## src/rtl/csi_packet_sequencer.sv

```systemverilog
// ---------------------------------------------------------------------------
// csi_packet_sequencer
//   Takes the 4-lane aligned CSI-2 word stream and forwards only RAW10 line
//   payload to the RAW10 depacker. Decodes short/long packet headers, keeps
//   frame/line sync levels and counters, and drops unsupported or malformed
//   packets.
//
//   Optional feature macro: CSI_ECC_CHECK_EN
//     defined     : header ECC is checked with the CSI-2 Hamming(24,6) table;
//                   on mismatch the header is dropped and error code 4 is raised.
//     not defined : the header ECC byte is ignored.
//
// Ports
//   wb_clk_i     in   clock
//   wb_rst_i     in   synchronous active-high reset
//   enable_i     in   sequencer enable, sampled only between packets
//   in_valid_i   in   input word valid
//   in_sop_i     in   first word of packet (header), qualified by in_valid_i
//   in_data_i    in   [31:0] lane bytes, [7:0] first on the wire
//   pay_valid_o  out  payload word valid (one cycle latency)
//   pay_data_o   out  [31:0] payload word
//   pay_last_o   out  last payload word of the line
//   fsync_o      out  high from frame start to frame end
//   lsync_o      out  high while a RAW10 line payload is in progress
//   frame_cnt_o  out  [CNT_W-1:0] completed frames
//   line_cnt_o   out  [CNT_W-1:0] RAW10 lines completed in the current frame
//   err_o        out  one-cycle error pulse
//   err_code_o   out  [2:0] last error: 1 WC>MAX_WC, 2 WC%4!=0, 3 sop mid-packet,
//                     4 header ECC
// ---------------------------------------------------------------------------
module csi_packet_sequencer #(
    parameter logic [7:0]  DATA_TYPE = 8'h2B,
    parameter logic [15:0] MAX_WC    = 16'd4000,
    parameter int unsigned CNT_W     = 16
) (
    input  logic             wb_clk_i,
    input  logic             wb_rst_i,
    input  logic             enable_i,
    input  logic             in_valid_i,
    input  logic             in_sop_i,
    input  logic [31:0]      in_data_i,
    output logic             pay_valid_o,
    output logic [31:0]      pay_data_o,
    output logic             pay_last_o,
    output logic             fsync_o,
    output logic             lsync_o,
    output logic [CNT_W-1:0] frame_cnt_o,
    output logic [CNT_W-1:0] line_cnt_o,
    output logic             err_o,
    output logic [2:0]       err_code_o
);

    localparam int unsigned WCNT_W = 16;

    localparam logic [7:0] DI_FS = 8'h00;
    localparam logic [7:0] DI_FE = 8'h01;

    localparam logic [2:0] ERR_WC_MAX = 3'd1;
    localparam logic [2:0] ERR_WC_MOD = 3'd2;
    localparam logic [2:0] ERR_SOP    = 3'd3;
    localparam logic [2:0] ERR_ECC    = 3'd4;

    typedef enum logic [1:0] {
        S_IDLE,
        S_PAYLOAD,
        S_CRC,
        S_SKIP
    } state_t;

    state_t             state_q, state_d;
    logic [WCNT_W-1:0]  wcnt_q, wcnt_d;
    logic               pay_valid_d;
    logic [31:0]        pay_data_d;
    logic               pay_last_d;
    logic               fsync_d;
    logic               lsync_d;
    logic [CNT_W-1:0]   frame_cnt_d;
    logic [CNT_W-1:0]   line_cnt_d;
    logic               err_d;
    logic [2:0]         err_code_d;

    // Header fields, valid whenever the current word is a header
    logic [7:0]         hdr_di;
    logic [15:0]        hdr_wc;
    logic [WCNT_W-1:0]  skip_len;
    logic               ecc_ok;
    logic               start_hdr;

    assign hdr_di   = in_data_i[7:0];
    assign hdr_wc   = in_data_i[23:8];
    // Words to drop: payload plus 2-byte CRC, rounded up to whole words
    assign skip_len = WCNT_W'((17'(hdr_wc) + 17'd5) >> 2);

`ifdef CSI_ECC_CHECK_EN
    // Bit masks over header bits [23:0] for parity bits P0..P5
    localparam logic [23:0] ECC_M0 = 24'hF12CB7;
    localparam logic [23:0] ECC_M1 = 24'hF2555B;
    localparam logic [23:0] ECC_M2 = 24'h749A6D;
    localparam logic [23:0] ECC_M3 = 24'hB8E38E;
    localparam logic [23:0] ECC_M4 = 24'hDF03F0;
    localparam logic [23:0] ECC_M5 = 24'hEFFC00;

    logic [7:0] ecc_calc;

    // Syndrome-free check: recompute and compare, no single-bit correction
    assign ecc_calc = {2'b00,
                       ^(in_data_i[23:0] & ECC_M5),
                       ^(in_data_i[23:0] & ECC_M4),
                       ^(in_data_i[23:0] & ECC_M3),
                       ^(in_data_i[23:0] & ECC_M2),
                       ^(in_data_i[23:0] & ECC_M1),
                       ^(in_data_i[23:0] & ECC_M0)};
    assign ecc_ok   = (ecc_calc == in_data_i[31:24]);
`else
    assign ecc_ok   = 1'b1;
`endif

    // State and output registers
    always_ff @(posedge wb_clk_i) begin
        if (wb_rst_i) begin
            state_q     <= S_IDLE;
            wcnt_q      <= '0;
            pay_valid_o <= 1'b0;
            pay_data_o  <= '0;
            pay_last_o  <= 1'b0;
            fsync_o     <= 1'b0;
            lsync_o     <= 1'b0;
            frame_cnt_o <= '0;
            line_cnt_o  <= '0;
            err_o       <= 1'b0;
            err_code_o  <= '0;
        end else begin
            state_q     <= state_d;
            wcnt_q      <= wcnt_d;
            pay_valid_o <= pay_valid_d;
            pay_data_o  <= pay_data_d;
            pay_last_o  <= pay_last_d;
            fsync_o     <= fsync_d;
            lsync_o     <= lsync_d;
            frame_cnt_o <= frame_cnt_d;
            line_cnt_o  <= line_cnt_d;
            err_o       <= err_d;
            err_code_o  <= err_code_d;
        end
    end

    // Next-state and next-output logic
    always_comb begin
        state_d     = state_q;
        wcnt_d      = wcnt_q;
        pay_valid_d = 1'b0;
        pay_data_d  = pay_data_o;
        pay_last_d  = 1'b0;
        fsync_d     = fsync_o;
        lsync_d     = lsync_o;
        frame_cnt_d = frame_cnt_o;
        line_cnt_d  = line_cnt_o;
        err_d       = 1'b0;
        err_code_d  = err_code_o;
        start_hdr   = 1'b0;

        case (state_q)
            S_IDLE: begin
                // Non-header words between packets are discarded
                if (in_valid_i && in_sop_i && enable_i) begin
                    start_hdr = 1'b1;
                end
            end

            S_PAYLOAD: begin
                if (in_valid_i) begin
                    if (in_sop_i) begin
                        // Abort the line without a last marker or line count
                        err_d      = 1'b1;
                        err_code_d = ERR_SOP;
                        lsync_d    = 1'b0;
                        state_d    = S_IDLE;
                        start_hdr  = enable_i;
                    end else begin
                        pay_valid_d = 1'b1;
                        pay_data_d  = in_data_i;
                        wcnt_d      = wcnt_q - WCNT_W'(1);
                        if (wcnt_q == WCNT_W'(1)) begin
                            pay_last_d = 1'b1;
                            lsync_d    = 1'b0;
                            line_cnt_d = line_cnt_o + CNT_W'(1);
                            state_d    = S_CRC;
                        end
                    end
                end
            end

            S_CRC: begin
                if (in_valid_i) begin
                    state_d = S_IDLE;
                    if (in_sop_i) begin
                        err_d      = 1'b1;
                        err_code_d = ERR_SOP;
                        start_hdr  = enable_i;
                    end
                end
            end

            S_SKIP: begin
                if (in_valid_i) begin
                    if (in_sop_i) begin
                        err_d      = 1'b1;
                        err_code_d = ERR_SOP;
                        state_d    = S_IDLE;
                        start_hdr  = enable_i;
                    end else begin
                        wcnt_d = wcnt_q - WCNT_W'(1);
                        if (wcnt_q == WCNT_W'(1)) begin
                            state_d = S_IDLE;
                        end
                    end
                end
            end

            default: state_d = S_IDLE;
        endcase

        // Header decode; a header that interrupts a packet lands here too
        if (start_hdr) begin
            state_d = S_IDLE;
            if (!ecc_ok) begin
                err_d      = 1'b1;
                err_code_d = ERR_ECC;
            end else if (hdr_di == DI_FS) begin
                fsync_d    = 1'b1;
                line_cnt_d = '0;
            end else if (hdr_di == DI_FE) begin
                fsync_d     = 1'b0;
                frame_cnt_d = frame_cnt_o + CNT_W'(1);
            end else if (hdr_di == DATA_TYPE) begin
                if (hdr_wc > MAX_WC) begin
                    err_d      = 1'b1;
                    err_code_d = ERR_WC_MAX;
                    wcnt_d     = skip_len;
                    state_d    = S_SKIP;
                end else if (hdr_wc[1:0] != 2'b00) begin
                    err_d      = 1'b1;
                    err_code_d = ERR_WC_MOD;
                    wcnt_d     = skip_len;
                    state_d    = S_SKIP;
                end else if (hdr_wc == 16'd0) begin
                    // Empty line: only the padded CRC word follows
                    wcnt_d  = skip_len;
                    state_d = S_SKIP;
                end else begin
                    wcnt_d  = WCNT_W'(hdr_wc >> 2);
                    lsync_d = 1'b1;
                    state_d = S_PAYLOAD;
                end
            end else if (hdr_di >= 8'h10) begin
                wcnt_d  = skip_len;
                state_d = S_SKIP;
            end
        end
    end

endmodule

```

## config.mk

```make
export PLATFORM = sky130hd
export DESIGN_NAME = csi_packet_sequencer
export DESIGN_NICKNAME = d
export VERILOG_FILES = /design/src/rtl/csi_packet_sequencer.sv
export SDC_FILE = /design/constraint.sdc
export NUM_CORES = 1
export LEC_CHECK = 0
export ABC_AREA = 1
export ABC_CLOCK_PERIOD_IN_PS = 1960
export BUFFER_PORTS_ARGS = -buffer_cell sky130_fd_sc_hd__buf_4
export CORE_MARGIN = 5
export CORE_UTILIZATION = 50
export CTS_CLUSTER_SIZE = 20
export DETAILED_ROUTE_END_ITERATION = 16
export HOLD_SLACK_MARGIN = 0.08
export PLACE_DENSITY = 0.73
export SYNTH_ARGS = -nofsm -noshare
export SYNTH_HDL_FRONTEND = slang
export SYNTH_SLANG_ARGS = --single-unit
```

## constraint.sdc

```tcl
create_clock -name wb_clk_i -period 1.96 [get_ports wb_clk_i]
set_input_delay 0.196 -clock wb_clk_i [delete_from_list [all_inputs] [get_ports wb_clk_i]]
set_output_delay 0.196 -clock wb_clk_i [all_outputs]
set_load 0.01 [all_outputs]
```

==> impl_metrics.tcl <==
set metrics [dict create \
    status "completed" \
    num_rows 36 \
    p_seq_share_pct 50.7 \
    nFillCells 923 \
    clkPwrFrac_pct 36.8 \
    max-cap-violations 0 \
    coreArea_mm2 0.009639 \
    clk_pin_slew_ps 90 \
    grt_pass1_wl_um 21570 \
    die_area_mm2 0.01185 \
    cp_num_buf_inv 1 \
    insertion_delay_ps 360 \
    grt_antenna_before_repair 0 \
    clk_path_buf_depth 2 \
    max-vdd-ir-drop_uv 406.8 \
    synth_top_area_share_pct 36.86 \
    hp-start "in_data_i[25]" \
    yosysSeqAreaShare_pct 36.86 \
    crit_start "line_cnt_o[1]" \
    powerDensity_mw_per_mm2 611.8 \
    vias_per_cell 5.193 \
    layout_commonest_cell "nand2_1" \
    tightestPinTransition_ps 508.5 \
    min_period_over_period_pct 89.42 \
    reg2reg_from "line_cnt_o[1]" \
    grt_max_degree 50 \
    portBuffers 108 \
    report.final.slew_viol_count 0 \
    globalplace.congestion 0.9250 \
    area_delta_synth_final_pct 24.60 \
    first_global_vias 4748 \
    drtAntennaViolNets 0 \
    critical-path-max-stage-delay_ps 400 \
    path_max_fanout 4 \
    htreeDepth 3 \
    fin_worst_skew_ps 7.780 \
    yosysWarnings 0 \
    wl_per_cell_um 13.70 \
    crit_family "simple AND/OR/NAND/NOR gates" \
    wl_um 13220 \
    cts.sinks 90 \
    cts_resized 0 \
    layout_min_cycle_time_ps 1753 \
    worstPathArrival_ps 2010 \
    cts_buffers 9 \
    yosysUniqueCellTypes 40 \
    setup_tns_ps 0 \
    p_leak_nw 2.712 \
    syn-num-nets 758 \
    crit_chain "ha_1, nand2_1, inv_1, nand3b_1, nor2_1, nand3_1, nor3_2, nand2_1, nand2_1, a21oi_1" \
    yosys.area.top_type "dfxtp_1" \
    cts-root-buf "clkbuf_8" \
    synthTopCellsByArea "dfxtp_1 (37%), nand2_1 (13%), nor2_1 (7.9%)" \
    cts_setup_buffers 0 \
    finalSetupViolCount 0 \
    hold_viol_final 0 \
    max_freq_mhz 570.6 \
    path_common_cell "nand2_1" \
    power.total_w 0.003726 \
    p_int_w 0.002758 \
    dieWidth_um 108.9 \
    drcViolationCount 0 \
    num-nets-final 869 \
    die_y_um 108.9 \
    syn_avg_cell_area_um2 6.818 \
    grtUsageTotal_pct 22.67 \
    grt-ovfl-total 0 \
    postSynthCellCount 717 \
    comb_power_share_pct 12.5 \
    antenna_cells 0 \
    critPathKind "flop to flop" \
    tritoncts "done" \
    slew_headroom_pct 65.84 \
    cpMaxStageDelayCell "dfxtp_1" \
    start_util_pct 50.71 \
    hold_path.class "input port to flop" \
    rsz0062_at_grt "no" \
    switching_share_pct 25.98 \
    layout.cells.most_common_list "nand2_1 (163), buf_4 (112), nor2_1 (103)" \
    hpwl_um 10160 \
    p_switching_w 0.0009681 \
    layout-drive-gt1-share_pct 21.75 \
    worstPathRequired_ps 2220 \
    first_pass_iters 5 \
    vias 5011 \
    mappedNetlistArea_mm2 0.004888 \
    synth_seq_cells 90 \
    io-pin-count 109 \
    crit_path_start_kind "flop" \
    cp-end-kind "flop" \
    hold_slack_ps 94.89 \
    fin_util_pct 63.19 \
    drt_iter0_drc 233 \
]
path summary, 6_finish.rpt:
check,to,slack [ps],cells after the start
worst max register to register,line_cnt_o[14],210,10
worst min-delay path,pay_data_o[25],90,3
worst max-delay path,line_cnt_o[14],210,10
worst min register to register,err_code_o[2],480,1
layer usage:
metal	track usage, %	wire, um	vias up
met5	0	0	-
met4	9.378	327	0
met3	5.743	1039	27
met2	37.98	6274	195
met1	27.64	5582	2255
li1	-	-	2534
cells in the mapped netlist, drive strengths merged:
library cell    n
nor3           23
xor2           19
nor2          118
nand3          48
o21ai          62
dfxtp          90
clkinv          1
or2             1
nor4            3
a31oi           1
nand2         171
clkbuf          8
a21oi          51
nand3b          3
ha              4
o21a            1
buf            10
and2            1
nor3b           4
xnor2           8
inv            76
nand4          13
a21boi          1
per-stage QoR:
stage | instances | instance area (um2) | setup slack, ps
detailed placement | 946 | 5842 | 252.7
floorplan | 717 | 4888 | 447.4
finish | 965 | 6091 | 207.4
global placement | 946 | 5842 | 286.5
global route | 965 | 6091 | 0.8853
CTS | 965 | 6091 | 217.2
sequential cells by signal, indices dropped and copies added, names as in the netlist:
register,flops
line_cnt_o,16
wcnt_q,16
err_code_o,3
err_o,1
pay_last_o,1
pay_valid_o,1
frame_cnt_o,16
fsync_o,1
lsync_o,1
state_q,2
pay_data_o,32
tightest hold or removal path, stage by stage:
cell	delay, ps
buf_4	70
o21ai_0	70
nor2_1	80
cell type report:
class / count / area [um2] / share of cell area (%)
Clock buffer: 11 / 131.4 / 2.157
Clock inverter: 4 / 77.57 / 1.274
Inverter: 77 / 294.0 / 4.827
Multi-Input combinational cell: 532 / 2699 / 44.31
Sequential cell: 90 / 1802 / 29.58
Tap cell: 133 / 166.4 / 2.732
Timing Repair Buffer: 118 / 920.9 / 15.12
power groups by stage:
stage               registers [W]  logic (W)  clock network [W]
global placement          0.00193   0.000449                  0
global route              0.00189   0.000523            0.00147
finish                    0.00189   0.000466            0.00137
floorplan                 0.00193   0.000272                  0
detailed placement        0.00193   0.000456                  0
CTS                       0.00189   0.000464            0.00141
kinds of logic (layout without fill, tap and decap cells):
kind of cell | after synthesis | count (layout) | share of synthesized area [%]
AO/OA/AOI/OAI | 116 | 116 | 12.16
AND/OR/NAND/NOR | 385 | 385 | 37.19
flip-flops | 90 | 90 | 36.86
buffers and inverters | 95 | 210 | 7.934
adder cells (fa/ha/maj) | 4 | 4 | 1.024
XOR/XNOR | 27 | 27 | 4.838
timing repair:
item	in CTS	in global routing
hold buffers	4	0
endpoints found under the hold margin	4	0
endpoints found under the setup margin	0	0
Note: power is estimated with default switching activity, not from simulation.
